===== config.mk =====
export PLATFORM = sky130hd
export DESIGN_NAME = can_field_tracker_flat
export DESIGN_NICKNAME = d
export VERILOG_FILES = /design/src/rtl/can_field_tracker_if.sv /design/src/rtl/can_field_tracker.sv /design/src/flat_wrapper.sv
export SDC_FILE = /design/constraint.sdc
export NUM_CORES = 1
export LEC_CHECK = 0
export BUFFER_PORTS_ARGS = -buffer_cell sky130_fd_sc_hd__buf_4
export CAP_MARGIN = 25
export CORE_MARGIN = 8
export CORE_UTILIZATION = 50
export CTS_CLUSTER_DIAMETER = 40
export CTS_CLUSTER_SIZE = 25
export DETAILED_ROUTE_END_ITERATION = 10
export PLACE_DENSITY = 0.78
export SYNTH_ARGS = -nofsm -noshare
export SYNTH_HDL_FRONTEND = slang
export SYNTH_SLANG_ARGS = --single-unit

===== constraint.sdc =====
create_clock -name clock -period 3 [get_ports clock]
set_clock_uncertainty 0.05 [all_clocks]
set_input_delay 0.3 -clock clock [delete_from_list [all_inputs] [get_ports clock]]
set_output_delay 0.3 -clock clock [all_outputs]
set_load 0.01 [all_outputs]

===== src/rtl/can_field_tracker_if.sv =====
// Bit-level interface of the CAN field tracker: sample-point inputs and field/flag outputs.
// F_EOF exists only when CAN_FIELD_EOF_FLAG_EN is defined.
interface can_field_tracker_if;
  logic       SP;
  logic       RX;
  logic       stuff_bit;
  logic       err_abort;
  logic       F_CRC_D;
  logic       F_ACK_D;
  logic [4:0] field;
  logic       frame_active;
  logic       frame_done;
  logic [3:0] dlc_out;
  logic       ide_out;
  logic       rtr_out;
`ifdef CAN_FIELD_EOF_FLAG_EN
  logic       F_EOF;
`endif

  modport master (
`ifdef CAN_FIELD_EOF_FLAG_EN
    input  F_EOF,
`endif
    output SP, RX, stuff_bit, err_abort,
    input  F_CRC_D, F_ACK_D, field, frame_active, frame_done, dlc_out, ide_out, rtr_out
  );

  modport slave (
`ifdef CAN_FIELD_EOF_FLAG_EN
    output F_EOF,
`endif
    input  SP, RX, stuff_bit, err_abort,
    output F_CRC_D, F_ACK_D, field, frame_active, frame_done, dlc_out, ide_out, rtr_out
  );
endinterface


===== src/rtl/can_field_tracker.sv =====
// Follows destuffed CAN 2.0A/B frames at the sample point and drives active-low delimiter flags.
// Optional active-low EOF flag output enabled by CAN_FIELD_EOF_FLAG_EN.
module can_field_tracker #(
  parameter int INTEG_BITS = 11,
  parameter int EOF_BITS   = 7,
  parameter int IFS_BITS   = 3
) (
  input logic           clock,
  input logic           reset,
  can_field_tracker_if.slave bus
);

  typedef enum logic [4:0] {
    S_INTEG, S_IDLE, S_SOF, S_ID_A, S_RTR_SRR, S_IDE, S_ID_B, S_RTR_B, S_R1, S_R0,
    S_DLC, S_DATA, S_CRC, S_CRC_DELIM, S_ACK_SLOT, S_ACK_DELIM, S_EOF, S_IFS
  } state_t;

  state_t     state_q, state_d;
  logic [6:0] cnt_q, cnt_d;
  logic [3:0] dlc_q, dlc_d;
  logic       srr_q, srr_d;
  logic       ide_q, ide_d;
  logic       rtr_q, rtr_d;
  logic       active_q, active_d;
  logic       done_q, done_d;
  logic       fcrc_q, fcrc_d;
  logic       fack_q, fack_d;
  logic       feof_q, feof_d;
  logic [6:0] cnt_inc;
  logic [3:0] dlc_next;
  logic       hold;
  logic       sof;

  // Remote frames carry no data; DLC 9..15 still means 8 bytes.
  function automatic logic [6:0] data_bits(input logic [3:0] dlc, input logic rtr);
    if (rtr)         return '0;
    else if (dlc[3]) return 7'd64;
    else             return {1'b0, dlc[2:0], 3'b000};
  endfunction

  assign cnt_inc  = cnt_q + 7'd1;
  assign dlc_next = {dlc_q[2:0], bus.RX};
  assign hold     = bus.stuff_bit && (state_q inside {[S_SOF:S_CRC]});

  always_comb begin
    state_d  = state_q;
    cnt_d    = cnt_q;
    dlc_d    = dlc_q;
    srr_d    = srr_q;
    ide_d    = ide_q;
    rtr_d    = rtr_q;
    active_d = active_q;
    done_d   = 1'b0;
    sof      = 1'b0;
    if (bus.err_abort) begin
      state_d  = S_INTEG;
      cnt_d    = '0;
      active_d = 1'b0;
    end else if (bus.SP && !hold) begin
      case (state_q)
        S_INTEG: begin
          if (!bus.RX) cnt_d = '0;
          else if (cnt_inc == 7'(INTEG_BITS)) begin
            state_d = S_IDLE;
            cnt_d   = '0;
          end else cnt_d = cnt_inc;
        end
        S_IDLE:    sof = !bus.RX;
        S_SOF:     state_d = S_ID_A;
        S_ID_A: begin
          cnt_d = cnt_inc;
          if (cnt_inc == 7'd11) begin
            state_d = S_RTR_SRR;
            cnt_d   = '0;
          end
        end
        S_RTR_SRR: begin
          srr_d   = bus.RX;
          state_d = S_IDE;
        end
        S_IDE: begin
          ide_d = bus.RX;
          if (bus.RX) state_d = S_ID_B;
          else begin
            rtr_d   = srr_q;
            state_d = S_R0;
          end
        end
        S_ID_B: begin
          cnt_d = cnt_inc;
          if (cnt_inc == 7'd18) begin
            state_d = S_RTR_B;
            cnt_d   = '0;
          end
        end
        S_RTR_B: begin
          rtr_d   = bus.RX;
          state_d = S_R1;
        end
        S_R1:      state_d = S_R0;
        S_R0:      state_d = S_DLC;
        S_DLC: begin
          dlc_d = dlc_next;
          cnt_d = cnt_inc;
          if (cnt_inc == 7'd4) begin
            cnt_d   = '0;
            state_d = (data_bits(dlc_next, rtr_q) == '0) ? S_CRC : S_DATA;
          end
        end
        S_DATA: begin
          cnt_d = cnt_inc;
          if (cnt_inc == data_bits(dlc_q, rtr_q)) begin
            state_d = S_CRC;
            cnt_d   = '0;
          end
        end
        S_CRC: begin
          cnt_d = cnt_inc;
          if (cnt_inc == 7'd15) begin
            state_d = S_CRC_DELIM;
            cnt_d   = '0;
          end
        end
        S_CRC_DELIM: state_d = S_ACK_SLOT;
        S_ACK_SLOT:  state_d = S_ACK_DELIM;
        S_ACK_DELIM: begin
          state_d = S_EOF;
          cnt_d   = '0;
        end
        S_EOF: begin
          if (!bus.RX) begin
            state_d  = S_INTEG;
            cnt_d    = '0;
            active_d = 1'b0;
          end else if (cnt_inc == 7'(EOF_BITS)) begin
            state_d  = S_IFS;
            cnt_d    = '0;
            active_d = 1'b0;
            done_d   = 1'b1;
          end else cnt_d = cnt_inc;
        end
        S_IFS: begin
          // A dominant last intermission bit is a legal SOF; earlier ones force re-integration.
          if (cnt_inc == 7'(IFS_BITS)) begin
            if (!bus.RX) sof = 1'b1;
            else begin
              state_d = S_IDLE;
              cnt_d   = '0;
            end
          end else if (!bus.RX) begin
            state_d = S_INTEG;
            cnt_d   = '0;
          end else cnt_d = cnt_inc;
        end
        default: begin
          state_d = S_INTEG;
          cnt_d   = '0;
        end
      endcase
      if (sof) begin
        state_d  = S_ID_A;
        cnt_d    = '0;
        active_d = 1'b1;
        dlc_d    = '0;
        ide_d    = 1'b0;
        rtr_d    = 1'b0;
      end
    end
    fcrc_d = (state_d != S_CRC_DELIM);
    fack_d = (state_d != S_ACK_DELIM);
    feof_d = (state_d != S_EOF);
  end

  always_ff @(posedge clock or negedge reset) begin
    if (!reset) begin
      state_q  <= S_INTEG;
      cnt_q    <= '0;
      dlc_q    <= '0;
      srr_q    <= 1'b0;
      ide_q    <= 1'b0;
      rtr_q    <= 1'b0;
      active_q <= 1'b0;
      done_q   <= 1'b0;
      fcrc_q   <= 1'b1;
      fack_q   <= 1'b1;
      feof_q   <= 1'b1;
    end else begin
      state_q  <= state_d;
      cnt_q    <= cnt_d;
      dlc_q    <= dlc_d;
      srr_q    <= srr_d;
      ide_q    <= ide_d;
      rtr_q    <= rtr_d;
      active_q <= active_d;
      done_q   <= done_d;
      fcrc_q   <= fcrc_d;
      fack_q   <= fack_d;
      feof_q   <= feof_d;
    end
  end

  assign bus.field        = state_q;
  assign bus.F_CRC_D      = fcrc_q;
  assign bus.F_ACK_D      = fack_q;
  assign bus.frame_active = active_q;
  assign bus.frame_done   = done_q;
  assign bus.dlc_out      = dlc_q;
  assign bus.ide_out      = ide_q;
  assign bus.rtr_out      = rtr_q;
`ifdef CAN_FIELD_EOF_FLAG_EN
  assign bus.F_EOF        = feof_q;
`else
  logic unused_feof;
  assign unused_feof = feof_q;
`endif

endmodule


===== src/flat_wrapper.sv =====
// flat-port wrapper written by rule: the top's interface ports become plain ports
module can_field_tracker_flat 
#(
  parameter int INTEG_BITS = 11,
  parameter int EOF_BITS   = 7,
  parameter int IFS_BITS   = 3
)
  (clock, reset, bus_SP, bus_RX, bus_stuff_bit, bus_err_abort, bus_F_CRC_D, bus_F_ACK_D, bus_field, bus_frame_active, bus_frame_done, bus_dlc_out, bus_ide_out, bus_rtr_out);
  can_field_tracker_if bus_i ();
  input logic clock;
  input logic reset;
  input wire logic [$bits(bus_i.SP)-1:0] bus_SP;
  input wire logic [$bits(bus_i.RX)-1:0] bus_RX;
  input wire logic [$bits(bus_i.stuff_bit)-1:0] bus_stuff_bit;
  input wire logic [$bits(bus_i.err_abort)-1:0] bus_err_abort;
  output wire logic [$bits(bus_i.F_CRC_D)-1:0] bus_F_CRC_D;
  output wire logic [$bits(bus_i.F_ACK_D)-1:0] bus_F_ACK_D;
  output wire logic [$bits(bus_i.field)-1:0] bus_field;
  output wire logic [$bits(bus_i.frame_active)-1:0] bus_frame_active;
  output wire logic [$bits(bus_i.frame_done)-1:0] bus_frame_done;
  output wire logic [$bits(bus_i.dlc_out)-1:0] bus_dlc_out;
  output wire logic [$bits(bus_i.ide_out)-1:0] bus_ide_out;
  output wire logic [$bits(bus_i.rtr_out)-1:0] bus_rtr_out;
  assign bus_i.SP = bus_SP;
  assign bus_i.RX = bus_RX;
  assign bus_i.stuff_bit = bus_stuff_bit;
  assign bus_i.err_abort = bus_err_abort;
  assign bus_F_CRC_D = bus_i.F_CRC_D;
  assign bus_F_ACK_D = bus_i.F_ACK_D;
  assign bus_field = bus_i.field;
  assign bus_frame_active = bus_i.frame_active;
  assign bus_frame_done = bus_i.frame_done;
  assign bus_dlc_out = bus_i.dlc_out;
  assign bus_ide_out = bus_i.ide_out;
  assign bus_rtr_out = bus_i.rtr_out;
  can_field_tracker #(.INTEG_BITS(INTEG_BITS), .EOF_BITS(EOF_BITS), .IFS_BITS(IFS_BITS)) u_core (.clock(clock), .reset(reset), .bus(bus_i));
endmodule

== Yosys cells after proc, flatten, opt, wreduce, memory -nomap -nowiden ==
Index checks and enable logic that the tools add are counted.
Cells by class
  $lt $le $gt $ge: 2
  bitwise operators: 1
  muxes and demuxes: 67
  add/sub/neg operators: 1
  $mul: 0
  div/mod/pow operators: 0
  equality and inequality tests: 30
  shift operators: 0
  reduce and logical (&&, ||, !) cells: 19
Operator list (number)
  7-bit 2-to-1 mux: 25
  5-bit one-hot mux with 18 select lines: 1
  5-bit 2-to-1 mux: 15
  7-bit one-hot mux with 9 select lines: 1
  5-bit by 4-bit equality test with 1-bit output (second input constant): 8
  5-bit by 3-bit equality test with 1-bit output (second input constant): 4
  1-bit 2-to-1 mux: 19
  3-bit AND reduction: 5
  7-bit by 3-bit equality test with 1-bit output (second input constant): 2
  7-bit by 4-bit equality test with 1-bit output (second input constant): 2
  4-bit 2-to-1 mux: 3
  5-bit by 2-bit equality test with 1-bit output (second input constant): 2
  5-bit equality test (second input constant): 2
  5-bit by 4-bit != test with 1-bit output (second input constant): 2
  9-bit OR reduction: 1
  7-bit by 1-bit adder with 7-bit output (second input constant): 1
  7-bit by 2-bit equality test with 1-bit output (second input constant): 1
  7-bit by 5-bit equality test with 1-bit output (second input constant): 1
  7-bit equality test: 1
  7-bit zero test: 1
  2-bit nonzero test: 3
  3-bit nonzero test: 2
  5-bit by 1-bit equality test with 1-bit output (second input constant): 1
  5-bit by 2-bit >= comparator with 1-bit output (second input constant): 1
  12 further kinds: 16
Word-level totals
  ROM bits: 0
  output and inout port bits: 15
  latch bits: 0
  register bits: 23
  input port bits: 6
  memory bits (writable): 0
  memories: 0

== Longest topological paths before layout ==
Gate-level depths: netlist (run 1).
  word-level depth: 15
  mapped depth: 11

== Least setup slack after synthesis (run 1) ==
Ideal clock, no wire load.
  kind: register -> register
  from: register u_core.cnt_q[0]
  to: register u_core.cnt_q[0]
  data required time: 2.814 ns
  arrival time: 2.478 ns
  slack: 0.336 ns
  stages on the path, launching flop included: 12
  cell sequence: dfrtp_1 -> ha_1 -> buf_4 -> nand3_4 -> or3_4 -> and2_4 -> o311ai_2 -> o2111ai_1 -> and2_1 -> buf_6 -> nor4b_2 -> o22ai_1
Between the ends
  word-level cells in the longest chain between the ends: 9
  elaborated cells between the ends (all ways): 29
  those cells by class: add/sub (1); eq/ne (9); mux (18); reduce/logical (1)
RTL lines
  start, declared: RTL line can_field_tracker.sv:19  | logic [6:0] cnt_q, cnt_d;
  start signal, assigned: RTL line can_field_tracker.sv:189  | cnt_q <= cnt_d;
  7-bit by 1-bit adder with 7-bit output (*): RTL line can_field_tracker.sv:41  | assign cnt_inc = cnt_q + 7'd1;
  7-bit by 2-bit equality test with 1-bit output: RTL line can_field_tracker.sv:144  | if (cnt_inc == 7'(IFS_BITS)) begin
  1-bit 2-to-1 mux: RTL line can_field_tracker.sv:144
  1-bit one-hot mux with 2 select lines: RTL line can_field_tracker.sv:60  | case (state_q)
  1-bit 2-to-1 mux: RTL line can_field_tracker.sv:59  | end else if (bus.SP && !hold) begin
  1-bit 2-to-1 mux: RTL line can_field_tracker.sv:55  | if (bus.err_abort) begin
  7-bit 2-to-1 mux: RTL line can_field_tracker.sv:160  | if (sof) begin
  7-bit 2-to-1 mux: RTL line can_field_tracker.sv:59
  7-bit 2-to-1 mux: RTL line can_field_tracker.sv:55
Mark *: on every way between the ends. The rest lies on a longest branch, timed or not. The select of a mux whose other input is x is not followed.
A chain may end at the register's enable or synchronous reset.

== Worst setup path after layout (run 1) ==
Ends and elaborated chain as after synthesis.

==> run_results.csv, run 1 <==
group,metric,value,unit
global_routing,first_global_vias,2012,
placed_design,place.gp.congestion,0.9553,
synthesis,synth-async-reset-ratio,100.0,%
floorplan,die_h,80.98,um
clock_network,clockBufferDepth,2,
placed_design,place_area,2342,um^2
sta,setup_ws,0.05218,ns
drt,via_count,2220,
sta,slew_headroom,53.81,%
layout,drive_above_1_share,21.40,%
layout,final_common_cell,"buf_4",
sta,min_period_over_period,98.26,%
clock_network,cts_tree,"yes",
synthesis,synth_simple_gate_area_share,31.00,%
global_routing,grt_max_degree,24,
pwr,powerDensity,306.6,nW/um^2
sta,hold_violations,0,
synthesis,synth_top_family_by_area,"simple AND/OR/NAND/NOR gates",
synthesis,synth_area_leaders,"dfrtp_1 25%, nand2_1 4.8%, o21ai_0 4.5%",
layout,fill_cells,375,
worst_hold_path,holdPathStages,2,
sta,setup_violations,0,
synthesis,ys_warn_count,0,
layout,mostFrequentLayoutCells,"35 x buf_4, 27 x nand2_1, 25 x nor2_1, 20 x dfrtp_1, 19 x o21ai_0",
critical_path,cp_slowest_cell,"a2111oi_4",
pwr,p_leak,0.9747,nW
critical_path,regToRegSetupSlack,0.05,ns
floorplan,dieArea,6557,um^2
floorplan,num_rows,23,
placed_design,hpwl,4770,um
synthesis,netlist_instances,264,
synthesis,synth.avg_cell_area,7.995,um^2
critical_path,rr_startpoint,"u_core.cnt_q[0]$_DFFE_PN0P_",
placed_design,post-place-ws,0.1110,ns
layout,antenna_cells,0,
critical_path,crit_fanout,9,
critical_path,crit_path_max_incr_delay,0.52,ns
critical_path,r2r_end,"u_core.cnt_q[0]$_DFFE_PN0P_",
run_status,outcome,"finished clean",
synthesis,yosysTopAreaCell,"dfrtp_1",
critical_path,critPathLaunchType,"flip-flop",
clock_network,clkLatencyLatePin,0.27,ns
pwr,peakVddDrop,0.1883,mV
drt,drt_wl_total,6449,um
critical_path,cp.arrival,3.04,ns
sta,slew_viol_final,0,
floorplan,core_area,4029,um^2
synthesis,synth_compound_area_share,25.90,%
sta,finalCriticalPeriod,2.948,ns
synthesis,yosysTopAreaCellShare,24.90,%
floorplan,initial_core_util,52.39,%
layout,final_nets,295,
synthesis,synth-adder-area-share,1.778,%
worst_hold_path,hold_path.class,"input pin to flip-flop",
drt,firstDrtPassIters,5,
critical_path,reg2reg_depth,9,
clock_network,numCtsBuffers,3,
synthesis,synthMuxAreaShare,4.564,%
layout,design_area,2422,um^2
pwr,finalPower,742.6,uW
global_routing,gr-usage-all-layers,19.73,%
floorplan,io_pins,21,
worst_hold_path,min-delay-start,"bus_err_abort",
synthesis,yosysSeqAreaShare,27.39,%
global_routing,grt_pass1_wl,10360,um
critical_path,timing.critical_path.buf_inv,1,
drt,ant_nets,0,
clock_network,path_clk_slew,0.09,ns
drt,routedWlPerCell,19.25,um
synthesis,ys_seq_elements,23,
sta,tightestPinTransition,0.6870,ns
clock_network,htree_levels,1,
clock_network,cts_setup_buffers,0,
sta,max_freq,0.3392,GHz
placed_design,port-buffer-count,20,
critical_path,critPathTopFamily,"compound AO/OA/AOI/OAI gates",
critical_path,critical_path_required,3.09,ns
run,maxCapViolations,0,
worst_hold_path,min_to,"u_core.bus.frame_active$_DFFE_PN0P_",
drt,routed_via_density,6.627,
drt,drc_errors,0,
global_routing,grt-ovfl-total,0,
synthesis,synth-xor-area-share,3.675,%
global_routing,antenna_found_initial,0,
synthesis,synth_edf_count,0,
clock_network,cts_root_buf,"clkbuf_8",
critical_path,crit_type,"flip-flop to flip-flop",
synthesis,synth_nets,273,
clock_network,cts.sinks,23,
layout,area_growth,14.76,%
floorplan,die_w,80.98,um
critical_path,end_kind,"flip-flop",
synthesis,synth_ff_type,"dfrtp_1",
layout,postLayoutCoreUtil,60.12,%
synthesis,syn_area,2111,um^2
drt,first_iter_violations,323,
synthesis,synth_cell_types,65,
critical_path,cp_cell_sequence,"ha_1, buf_4, xnor2_1, nand4_1, a2111oi_4, a21oi_1, o32ai_1, nor4b_2, o22ai_1",
logic make-up after synthesis:
logic type,after synthesis
mux,9
flops,23
xor+xnor,8
simple gates,118
buf+inv,26
compound gates,77
fa+ha+maj,3
cells in the mapped netlist, drive strengths merged, types with 2 or more instances:
cell type and n:
nor4 6, nand2 27, o21ai 19, a21boi 2
nor4b 2, o31a 3, ha 3, mux2i 4
o2111ai 2, nand2b 10, nand3b 2, and4 3
nor2 25, dfrtp 21, nor3 12, buf 10
o31ai 4, a21oi 11, a21o 2, dfstp 2
nand4 3, nand4b 2, xnor2 7, inv 7
and2 5, a2111oi 2, o32ai 3, or3 4
a22o 4, a22oi 2, or4 3, nand3 4
o21a 3, a211oi 2, and3 3, mux2 5
nor3b 4, a31oi 4, o22ai 4, clkbuf 9
final cells by class:
cell class	instances	area (um^2)	share of cell area, %
timing repair buffer	36	272.8	11.26
clock inverter	1	5.005	0.2066
multi-input combinational	215	1435	59.25
inverter	7	26.28	1.085
sequential	23	579.3	23.92
tap	50	62.56	2.583
clock buffer	3	41.29	1.705
power breakdown:
part / switching (mW) / internal, mW / leakage, nW / total, mW
combinational: 0.112 / 0.0844 / 0.641 / 0.197
clock: 0.113 / 0.0930 / 0.0255 / 0.206
sequential: 0.0163 / 0.323 / 0.308 / 0.340
worst max path at each step:
| stage | from | end | slack, ns | cells after the start |
|---|---|---|---|---|
| final | u_core.cnt_q[0]$_DFFE_PN0P_ | u_core.cnt_q[0]$_DFFE_PN0P_ | 0.05 | 9 |
| after global routing | u_core.cnt_q[0]$_DFFE_PN0P_ | u_core.cnt_q[0]$_DFFE_PN0P_ | -0.06 | 9 |
| after CTS | u_core.cnt_q[0]$_DFFE_PN0P_ | u_core.cnt_q[0]$_DFFE_PN0P_ | 0.07 | 9 |
| after detailed placement | u_core.cnt_q[0]$_DFFE_PN0P_ | u_core.cnt_q[0]$_DFFE_PN0P_ | 0.11 | 9 |
| after global placement | u_core.cnt_q[0]$_DFFE_PN0P_ | u_core.cnt_q[0]$_DFFE_PN0P_ | 0.11 | 9 |
| after floorplan | u_core.cnt_q[0]$_DFFE_PN0P_ | u_core.cnt_q[0]$_DFFE_PN0P_ | 0.34 | 11 |
worst register-to-register path: cells and delay by family, from the launching register on:
family | cells | cell delay [ns]
AOI/OAI and AO/OA | 4 | 1.09
and+or+nand+nor | 2 | 0.63
DFF | 1 | 0.46
adders and majority gates | 1 | 0.27
buffers and inverters | 1 | 0.18
xor gates and xnor gates | 1 | 0.15
routing by layer:
metal	GRT usage [%]	vias to the layer above	routed length [um]
met1	27.11	1054	2892
met2	31.60	118	3002
met3	2.208	13	470
li1	-	1035	-
met4	6.071	0	83
met5	0	-	0
metrics by stage:
stage	TNS [ns]	hold WS [ns]	instances
floorplan	0	-0.04559	264
global placement	0	0.1701	330
detailed placement	0	0.1724	330
CTS	0	0.2292	335
global route	-0.1526	0.2380	335
finish	0	0.2389	335
state kept, by name (all words and copies together) (netlist names):
signal,flops
u_core.cnt_q,7
u_core.bus.field,5
u_core.bus.dlc_out,4
u_core.bus.F_ACK_D,1
u_core.bus.F_CRC_D,1
u_core.bus.frame_active,1
u_core.bus.frame_done,1
u_core.bus.ide_out,1
u_core.bus.rtr_out,1
u_core.srr_q,1
repair_timing:
item	4_1_cts	5_1_grt
hold buffers	1	0
gates resized for setup	0	4
hold endpoints to repair	21	0
setup endpoints to repair	0	6
No activity file was read; power rests on OpenSTA's default activity.
==> run 2: changes to the inputs <==
--- a/config.mk
+++ b/config.mk
@@ -12,6 +12,7 @@
 export CTS_CLUSTER_DIAMETER = 40
 export CTS_CLUSTER_SIZE = 25
 export DETAILED_ROUTE_END_ITERATION = 10
+export MAX_ROUTING_LAYER = met4
 export PLACE_DENSITY = 0.78
 export SYNTH_ARGS = -nofsm -noshare
 export SYNTH_HDL_FRONTEND = slang
==> run 2 against run 1 <==
  * Utilization increased by 0.22 points
  * Cell area grew 0.36%
  * Final cell count is 0.30% higher
  * Critical path type unchanged
==> run_results.csv, run 2 (synthesized netlist as in run 1, its figures left out) <==
group,metric,value,unit
drt,ant_nets,0,
critical_path,crit_type,"flip-flop to flip-flop",
clock_network,clockBufferDepth,2,
floorplan,dieArea,6557,um^2
drt,dr_wl_met3,431,um
sta,rsz0062_at_grt,"true",
layout,drive_above_1_share,21.68,%
drt,wl_met2,2789,um
placed_design,place_area,2350,um^2
pwr,finalPower,735.8,uW
critical_path,critical_path_required,3.17,ns
pwr,p_leak,0.9894,nW
global_routing,grt-ovfl-total,0,
run,maxCapViolations,0,
clock_network,cts_root_buf,"clkbuf_8",
floorplan,die_h,80.98,um
global_routing,antenna_found_initial,0,
clock_network,cts.sinks,23,
worst_hold_path,hold_path.class,"input pin to flip-flop",
clock_network,htree_levels,1,
floorplan,io_pins,21,
clock_network,cts_tree,"yes",
layout,mostFrequentLayoutCells,"36 x buf_4, 27 x nand2_1, 25 x nor2_1, 19 x o21ai_0, 19 x dfrtp_1",
drt,routed.top_layer,"met4",
floorplan,initial_core_util,52.39,%
global_routing,first_global_vias,2050,
pwr,peakVddDrop,0.2227,mV
drt,routed_via_density,6.440,
clock_network,path_clk_slew,0.09,ns
drt,drt_wl_total,6149,um
sta,slew_headroom,55.86,%
drt,via_count,2164,
layout,regMostFlops,"u_core.cnt_q",
drt,firstDrtPassIters,5,
global_routing,grt_pass1_wl,10290,um
layout,area_growth,15.17,%
layout,design_area,2431,um^2
clock_network,clkLatencyLatePin,0.27,ns
critical_path,end_kind,"flip-flop",
critical_path,critPathLaunchType,"flip-flop",
layout,final_common_cell,"buf_4",
floorplan,die_w,80.98,um
layout,final_nets,296,
clock_network,numCtsBuffers,3,
drt,routedWlPerCell,18.30,um
sta,holdWs,0.2239,ns
sta,tightestPinTransition,0.6565,ns
placed_design,place.gp.congestion,1.025,
global_routing,grt_max_degree,24,
sta,slew_viol_final,0,
floorplan,core_area,4029,um^2
floorplan,num_rows,23,
worst_hold_path,holdPathStages,2,
drt,drc_errors,0,
layout,antenna_cells,0,
sta,setup_violations,0,
sta,finalCriticalPeriod,2.889,ns
critical_path,crit_fanout,9,
pwr,powerDensity,302.7,nW/um^2
global_routing,gr-usage-all-layers,19.96,%
run_status,outcome,"finished clean",
critical_path,cp.arrival,3.05,ns
placed_design,port-buffer-count,20,
drt,met1_length,2812,um
placed_design,hpwl,4605,um
sta,hold_violations,0,
sta,min_period_over_period,96.29,%
critical_path,reg2reg_depth,10,
layout,largest_reg_flops,7,
sta,max_freq,0.3462,GHz
drt,first_iter_violations,207,
## run 2: cell count changes in the layout (fill, tap and decap cells not counted)
cell / previous run / this run
a211oi_1: 1 / 2
a211oi_2: 1 / 0
and2_1: 4 / 3
and2_2: 0 / 1
buf_4: 35 / 36
dfrtp_1: 20 / 19
dfrtp_2: 1 / 2
nor4b_2: 1 / 0
nor4b_4: 0 / 1
or3_1: 2 / 3
or3_4: 2 / 1
## run 2: path summary, 6_finish.rpt
kind                                                        to                            from  slack [ns]
max in group asynchronous         u_core.bus.F_CRC_D$_DFF_PN1_                           reset        2.19
min reg2reg                     u_core.bus.ide_out$_DFFE_PN0P_  u_core.bus.ide_out$_DFFE_PN0P_        0.47
min                        u_core.bus.frame_active$_DFFE_PN0P_                   bus_err_abort        0.22
min in group asynchronous          u_core.cnt_q[3]$_DFFE_PN0P_                           reset        0.40
max reg2reg                       u_core.bus.F_CRC_D$_DFF_PN1_     u_core.cnt_q[0]$_DFFE_PN0P_        0.11
max                               u_core.bus.F_CRC_D$_DFF_PN1_     u_core.cnt_q[0]$_DFFE_PN0P_        0.11
## run 2: critical path, stage by stage, from the launching register on
cell and delay [ns]:
dfrtp_2 0.45, ha_1 0.26, buf_4 0.18, xnor2_1 0.16
nand4_1 0.24, a211oi_1 0.38, o21a_1 0.26, o21ai_0 0.09
or2_2 0.32, o311a_1 0.35, nand2b_1 0.08
## run 2: power breakdown
part	internal (mW)	switching, mW	leakage [nW]
logic	0.0841	0.107	0.658
clock network	0.0930	0.111	0.0255
registers	0.323	0.0173	0.306
total	0.501	0.235	0.989
## run 2: layout make-up
class / instances / area (um^2)
repair buffers: 37 / 280.3
multi-input cells: 215 / 1435
inverters: 7 / 26.28
well taps: 50 / 62.56
fillers: 361 / 1598
flip-flops and latches: 23 / 580.6
clock inverters: 1 / 5.005
clock buffers: 3 / 41.29
## run 2: layer usage
layer | track usage [%] | vias to the layer above
met1 | 27.74 | 1025
met4 | 5.000 | 0
met2 | 29.91 | 93
met5 | - | -
li1 | - | 1032
met3 | 2.428 | 14
## run 2: what timing repair did
| action | in CTS | in global routing |
|---|---|---|
| hold buffers | 1 | 0 |
| gates resized for setup | 0 | 5 |
| setup endpoints to repair | 0 | 3 |
| hold endpoints to repair | 21 | 0 |
| setup buffers | 0 | 0 |
## run 2: per-stage QoR
step                      TNS (ns)  std cells  worst slack [ns]  util [%]
after floorplan                  0        264            0.3358         -
after global placement           0        331            0.1609     58.32
after detailed placement         0        331            0.1616     58.32
after CTS                        0        336            0.1422     59.72
after global routing      -0.08095        336          -0.03099     60.34
final                            0        336            0.1113     60.34
